## config.mk

```make
export PLATFORM = sky130hd
export DESIGN_NAME = sipo_deser
export DESIGN_NICKNAME = d
export VERILOG_FILES = /design/src/rtl/sipo_deser_pkg.sv /design/src/rtl/sipo_shreg.sv /design/src/rtl/sipo_deser.sv
export SDC_FILE = /design/constraint.sdc
export NUM_CORES = 1
export LEC_CHECK = 0
export ABC_AREA = 0
export BUFFER_PORTS_ARGS = -buffer_cell sky130_fd_sc_hd__buf_2
export CAP_MARGIN = 5
export CORE_AREA = 3 3 40 42
export CTS_CLUSTER_SIZE = 24
export DETAILED_ROUTE_END_ITERATION = 12
export DIE_AREA = 0 0 43 45
export GPL_TIMING_DRIVEN = 0
export PLACE_DENSITY = 0.8
export SLEW_MARGIN = 20
export SYNTH_ARGS = -nofsm -noshare
export SYNTH_HDL_FRONTEND = slang
export SYNTH_SLANG_ARGS = --single-unit
```

## constraint.sdc

```tcl
create_clock -name clk -period 3.9 [get_ports clk]
set_input_delay 0.585 -clock clk [delete_from_list [all_inputs] [get_ports clk]]
set_output_delay 0.585 -clock clk [all_outputs]
set_load 0.02 [all_outputs]
```

## src/rtl/sipo_deser_pkg.sv

```systemverilog
// Shared constants for the serial-to-parallel deserializer slice.
package sipo_deser_pkg;

    localparam int unsigned DATA_WIDTH_DEF = 4;

    localparam bit ORDER_MSB_FIRST = 1'b1;
    localparam bit ORDER_LSB_FIRST = 1'b0;

    function automatic int unsigned cnt_w(input int unsigned w);
        return $clog2(w);
    endfunction

endpackage

```

## src/rtl/sipo_shreg.sv

```systemverilog
// Shift register and bit counter; flags the bit that completes a word.
module sipo_shreg
    import sipo_deser_pkg::*;
#(
    parameter int unsigned DATA_WIDTH = DATA_WIDTH_DEF,
    parameter bit          MSB_FIRST  = ORDER_MSB_FIRST,
    localparam int unsigned CNT_W     = cnt_w(DATA_WIDTH)
) (
    input  logic                  clk,
    input  logic                  rst,
    input  logic                  clr,
    input  logic                  acc,
    input  logic                  bit_in,
    output logic [DATA_WIDTH-1:0] shreg,
    output logic [DATA_WIDTH-1:0] nxt_c,
    output logic [CNT_W-1:0]      bit_cnt,
    output logic                  last_c
);

    localparam logic [CNT_W-1:0] LAST_IDX = CNT_W'(DATA_WIDTH - 1);

    // Shifted value including the incoming bit, in the configured bit order
    always_comb begin
        nxt_c = shreg;
        if (MSB_FIRST) begin
            nxt_c = {shreg[DATA_WIDTH-2:0], bit_in};
        end else begin
            nxt_c = {bit_in, shreg[DATA_WIDTH-1:1]};
        end
        last_c = acc && (bit_cnt == LAST_IDX);
    end

    always_ff @(posedge clk or negedge rst) begin
        if (!rst) begin
            shreg   <= '0;
            bit_cnt <= '0;
        end else if (clr) begin
            shreg   <= '0;
            bit_cnt <= '0;
        end else if (acc) begin
            shreg   <= nxt_c;
            bit_cnt <= last_c ? '0 : bit_cnt + CNT_W'(1);
        end
    end

endmodule

```

## src/rtl/sipo_deser.sv

```systemverilog
// Serial-in/parallel-out deserializer with one pending word behind the output slot.
module sipo_deser
    import sipo_deser_pkg::*;
#(
    parameter int unsigned DATA_WIDTH = DATA_WIDTH_DEF,
    parameter bit          MSB_FIRST  = ORDER_MSB_FIRST,
    localparam int unsigned CNT_W     = cnt_w(DATA_WIDTH)
) (
    input  logic                  clk,
    input  logic                  rst,
    input  logic                  clr,
    input  logic                  s_in,
    input  logic                  s_valid,
    output logic                  s_ready,
    output logic [DATA_WIDTH-1:0] p_out,
    output logic                  p_valid,
    input  logic                  p_ready,
    output logic [CNT_W-1:0]      bit_cnt,
    output logic                  overrun
);

    logic [DATA_WIDTH-1:0] shreg;
    logic [DATA_WIDTH-1:0] nxt_c;
    logic                  last_c;
    logic                  pend;
    logic                  acc;
    logic                  pop;
    logic                  slot_free;

    // s_ready is kept as the flop itself; pend is simply its complement
    assign pend      = !s_ready;
    assign acc       = s_valid && s_ready;
    assign pop       = p_valid && p_ready;
    assign slot_free = !p_valid || p_ready;

    sipo_shreg #(
        .DATA_WIDTH (DATA_WIDTH),
        .MSB_FIRST  (MSB_FIRST)
    ) u_shreg (
        .clk     (clk),
        .rst     (rst),
        .clr     (clr),
        .acc     (acc),
        .bit_in  (s_in),
        .shreg   (shreg),
        .nxt_c   (nxt_c),
        .bit_cnt (bit_cnt),
        .last_c  (last_c)
    );

    // Output slot: pending word has priority; a completing word bypasses shreg when the slot frees
    always_ff @(posedge clk or negedge rst) begin
        if (!rst) begin
            s_ready <= 1'b1;
            p_out   <= '0;
            p_valid <= 1'b0;
            overrun <= 1'b0;
        end else if (clr) begin
            s_ready <= 1'b1;
            p_valid <= 1'b0;
            overrun <= 1'b0;
        end else begin
            if (s_valid && !s_ready) begin
                overrun <= 1'b1;
            end
            if (pend && slot_free) begin
                p_out   <= shreg;
                p_valid <= 1'b1;
                s_ready <= 1'b1;
            end else if (last_c && slot_free) begin
                p_out   <= nxt_c;
                p_valid <= 1'b1;
            end else begin
                if (last_c) begin
                    s_ready <= 1'b0;
                end
                if (pop) begin
                    p_valid <= 1'b0;
                end
            end
        end
    end

endmodule

```

* After elaboration in Yosys (flattened, before gate mapping)
Index checks and enable logic that the tools add are counted.
** Storage, ports and cells
- Output and inout port bits :: 9
- Input port bits :: 6
- Register bits after elaboration :: 13
** Operators by class
- Equal/unequal tests :: 2
- Bitwise gates (word level) :: 1
- Add/subtract/negate cells :: 1
- Reduce and logical (&&, ||, !) cells :: 16
- Muxes and demuxes :: 17
** Operators by type and width (count)
- $mux 4 :: 4
- $mux 1 :: 10
- $logic_and 1x1->1 :: 6
- $mux 2 :: 3
- $reduce_bool 2->1 :: 3
- $reduce_and 2->1 :: 2
- $reduce_bool 4->1 :: 1
- $ne 3x3->1 const B :: 1
- $reduce_bool 3->1 :: 1
- $add 2x1->2 const B :: 1
- $eq 2x2->1 const B :: 1
- $logic_not 1->1 :: 2
- $logic_or 1x1->1 :: 1
- $not 1->1 :: 1

* Depth between registers and ports, before layout
- Depth in word-level cells :: 6
- Gate-level depth with buffers :: 4
- Depth with buffers taken out :: 4

* Cells and area by module
A second synthesis with hierarchy kept.
** Second synthesis, totals
- Cells, all modules :: 52
- Area total of the unflattened synthesis :: 653.1 µm²
** By module, submodules not included
- sipo_deser :: area an instance 350.3 µm², cells an instance 26, times used 1
- sipo_shreg :: area an instance 302.8 µm², cells an instance 26, times used 1

* Worst setup path after synthesis
OpenSTA, ideal clock, no wires.
- Kind :: flip-flop to flip-flop
- Start point :: register s_ready
- End point :: register p_out[0]
- Data required time :: 3770 ps
- Arrival time :: 1202 ps
- Clock period less this slack :: 1332 ps
- Path buffers :: 1
- Stages on the path, launching flop included :: 5
- Slack :: 2568 ps
- Setup time :: 130 ps
- Path through :: dfstp_2 > buf_4 > a21bo_2 > a31oi_1 > nor3_1
** Between the ends
- Longest elaborated chain between the ends :: 5
- Elaborated cells on any way between the ends :: 8
- Those cells by class :: 1 x mux; 7 x reduce/logical
** Ends and longest elaborated chain
- from (decl) :: line sipo_deser.sv:14 : output logic s_ready,
- from (signal assigned) :: line sipo_deser.sv:54 : s_ready <= 1'b1;
- from (signal assigned) :: line sipo_deser.sv:59 : s_ready <= 1'b1;
- from (signal assigned) :: line sipo_deser.sv:69 : s_ready <= 1'b1;
- $logic_and 1x1->1 :: line sipo_deser.sv:32 : assign acc = s_valid && s_ready;
- $logic_and 1x1->1 :: line sipo_shreg.sv:30 : last_c = acc && (bit_cnt == LAST_IDX);
- $logic_and 1x1->1 :: line sipo_deser.sv:70 : end else if (last_c && slot_free) begin
- $reduce_bool 2->1 (no source line)
- $reduce_and 2->1 (no source line)
- to (signal assigned) :: line sipo_deser.sv:67 : p_out <= shreg;
- to (signal assigned) :: line sipo_deser.sv:71 : p_out <= nxt_c;
- to (decl) :: line sipo_deser.sv:15 : output logic [DATA_WIDTH-1:0] p_out,
Parallel ways exist; a longest one is shown, timed or not.
A chain may end at the register's enable or synchronous reset.

* Worst setup path in the final report
- Start point :: register s_ready
- End point :: output s_ready
No word-level cell between the ends.

==> results.toml <==
[pwr]
share_seq_of_total_power_pct = 52.8
p_leak_nw = 0.3508
switching_share_pct = 29.11
power_switching_w = 0.00008342
max-vdd-ir-drop_mv = 0.1990
clock_power_share_pct = 29.5
finalPower_w = 0.0002865
power_density_nw_per_um2 = 391.5
pwr-share-comb_pct = 17.7
intPower_w = 0.0002031

[floorplanning]
core-area_um2 = 1285
floorplan.die.width_um = 43
io_pins = 15
die-height_um = 45
placementRows = 13
start_util_pct = 48.39
dieArea_um2 = 1935

[global_route]
global_route.usage.total_pct = 15.38
gr-total-overflow = 0
grt_first_pass_wirelength_um = 2159
grt_max_degree = 14
grt_pass1_vias = 492
grt_antenna_before_repair = 0

[layout]
diodes = 0
finalNetCount = 91
final_layout_size_suffix_gt1_share_pct = 30.12
area_growth_syn_to_layout_pct = 17.71
instances_no_fill = 98
fill_cells = 128

[worst_hold_path]
hold_path.class = "in -> async"

[yosys]
synth_top_cells_by_area = "dfrtp_1 48%, nand2_1 7.2%, nor4_1 7.0%, a21oi_1 5.6%, dfstp_2 4.2%"
dominantRegCellSynth = "dfrtp_1"
mean_syn_cell_area_um2 = 9.422
syn-instance-count = 66
yosysWarnings = 0
post-synth-top-area-cell = "dfrtp_1"
synth.top_cell.area_share_pct = 48.29
syn_nets = 73
yosys_register_bits = 13
number_of_flops_mapped_to_enable_cells_by_yosys = 0
synth_seq_area_share_pct = 52.52
post_synth_instance_area_um2 = 621.8
synth.lib_cells_used.distinct = 24
synth_async_sr_flop_share_pct = 100.0

[timing]
fin_skew_ns = 0.001976
slew-limit-headroom_pct = 79.37
fin_setup_tns_ns = 0
finalSetupViolations = 0
drv_slew = 0
clock.fmax_mhz = 626.6
worst_margin_slew_ns = 0.3095
grt_setup_unrepaired = "no"
layout_min_cycle_time_ns = 1.596
hold_violations = 0
fin_crit_sh_pct = 40.92

[clocking]
h-tree-depth = 1
clock_insertion_delay_worst_skew_ns = 0.28
cts_num_sinks = 13
clkTransAtPathRegs_ns = 0.08
cts_root_buf = "clkbuf_4"
cts-resized-gates = 0
cts_tree = "built"
numCtsBuffers = 3
max-clock-path-buffers = 2
cts_hold_repair.buffers = 0
postCtsSetupRepairBufs = 0

[setup_path]
cp_cell_sequence = "buf_2"
worst-endpoint-required_ns = 3.31
crit_fanout = 3
crit-reg2reg-launch = "s_ready$_DFFE_PN1P_"
arrival_ns = 1.01
critical_path_class = "reg -> out"
crit_path_top_delay_cell = "dfstp_2"
r2r_setup_slack_ns = 2.53
critical-path-max-stage-delay_ns = 0.56
critical_path.n_buffers_inverters = 1
nature_of_the_critical_path_startpoint = "flip-flop"
crit_path_end_kind = "output pin"
worst_setup_path_startpoint = "s_ready$_DFFE_PN1P_"
crit_family = "flip-flops"

[routing]
first_pass_iters = 4
drt_iter0_drc = 6
post_drt_via_cell_ratio = 5.571
finalWirelength_um = 1368
final_routed_drc_violation_total = 0
via_count = 546
residual_antenna_violating_net_count_after_detailed_routing = 0
routedWlPerCell_um = 13.96

[placed_design]
place.detailed.hpwl_um = 973.9
finalWeightedCongestion = 0.7650
numPortBuffers = 13
dp_cells = 94

[run]
max_cap_check_violation_count = 0

[status]
status = "completed"
-- power by group through the flow --
stage | Sequential, W | Clock (W) | Combinational [W]
2_1_floorplan | 0.000166 | 0 | 0.0000189
3_3_place_gp | 0.000154 | 0 | 0.0000502
3_5_place_dp | 0.000154 | 0 | 0.0000511
4_1_cts | 0.000152 | 0.0000890 | 0.0000514
5_1_grt | 0.000153 | 0.0000961 | 0.0000551
6_report | 0.000151 | 0.0000845 | 0.0000508
-- per-layer routing --
metal	GRT usage [%]	share of wire, %	vias to the layer above
met5	0	0	-
met4	5.422	1.4	0
met3	7.570	7.5	5
met2	25.15	49	15
met1	17.63	42	255
li1	-	-	271
-- cells in the final DEF (no fill, tap or decap), types with 2 or more instances in the layout --
master     n
buf_2     15
nand2_1   12
dfrtp_1   12
nor4_1     7
a21oi_1    7
a31oi_1    4
nor3_1     3
clkbuf_4   3
clkbuf_1   2
nand3_1    2
inv_1      2
-- cells in the mapped netlist, drive strengths merged (2+ instances only) --
library cell	count
buf	3
nand3	2
inv	2
nor4	7
nand2	13
nor3	3
dfrtp	12
a21oi	8
a31oi	4
-- flip-flops by register name, summed over array words and instances, names as in the netlist --
signal and flops:
p_out 4, u_shreg.shreg 4, u_shreg.bit_cnt 2, overrun 1
p_valid 1, s_ready 1
-- final timing paths --
kind | to | cells past startpoint
min reg2reg | overrun$_DFFE_PN0P_ | 2
min | p_valid$_DFFE_PN0P_ | 1
max | s_ready | 1
max in group asynchronous | s_ready$_DFFE_PN1P_ | 1
max reg2reg | p_out[0]$_DFFE_PN0P_ | 4
min in group clk | overrun$_DFFE_PN0P_ | 2
-- layout make-up --
class	instances	area, µm²	area share, %
multi-input cells	47	266.5	36.41
well taps	15	18.77	2.564
clock buffers	4	26.28	3.590
plain buffers	4	21.27	2.906
inverters	2	7.507	1.026
repair buffers	13	65.06	8.889
flip-flops and latches	13	326.6	44.62
-- cells by family after synthesis --
group | count (synthesis) | synth area share [%]
buf+inv | 6 | 4.628
compound gates | 16 | 16.70
simple gates | 30 | 24.15
fa+ha+maj | 1 | 2.012
flops | 13 | 52.52
-- through the flow --
step	cell area, µm²	setup slack, ns	hold WS [ns]	utilization (%)
after floorplan	621.8	2.568	0.2894	-
after global placement	705.7	2.490	0.4735	54.92
after detailed placement	705.7	2.442	0.4820	54.92
after CTS	732.0	2.293	0.1756	56.96
after global routing	732.0	2.268	0.1762	56.96
final	732.0	2.304	0.1747	56.96
Note: power is estimated with default switching activity, not from simulation.
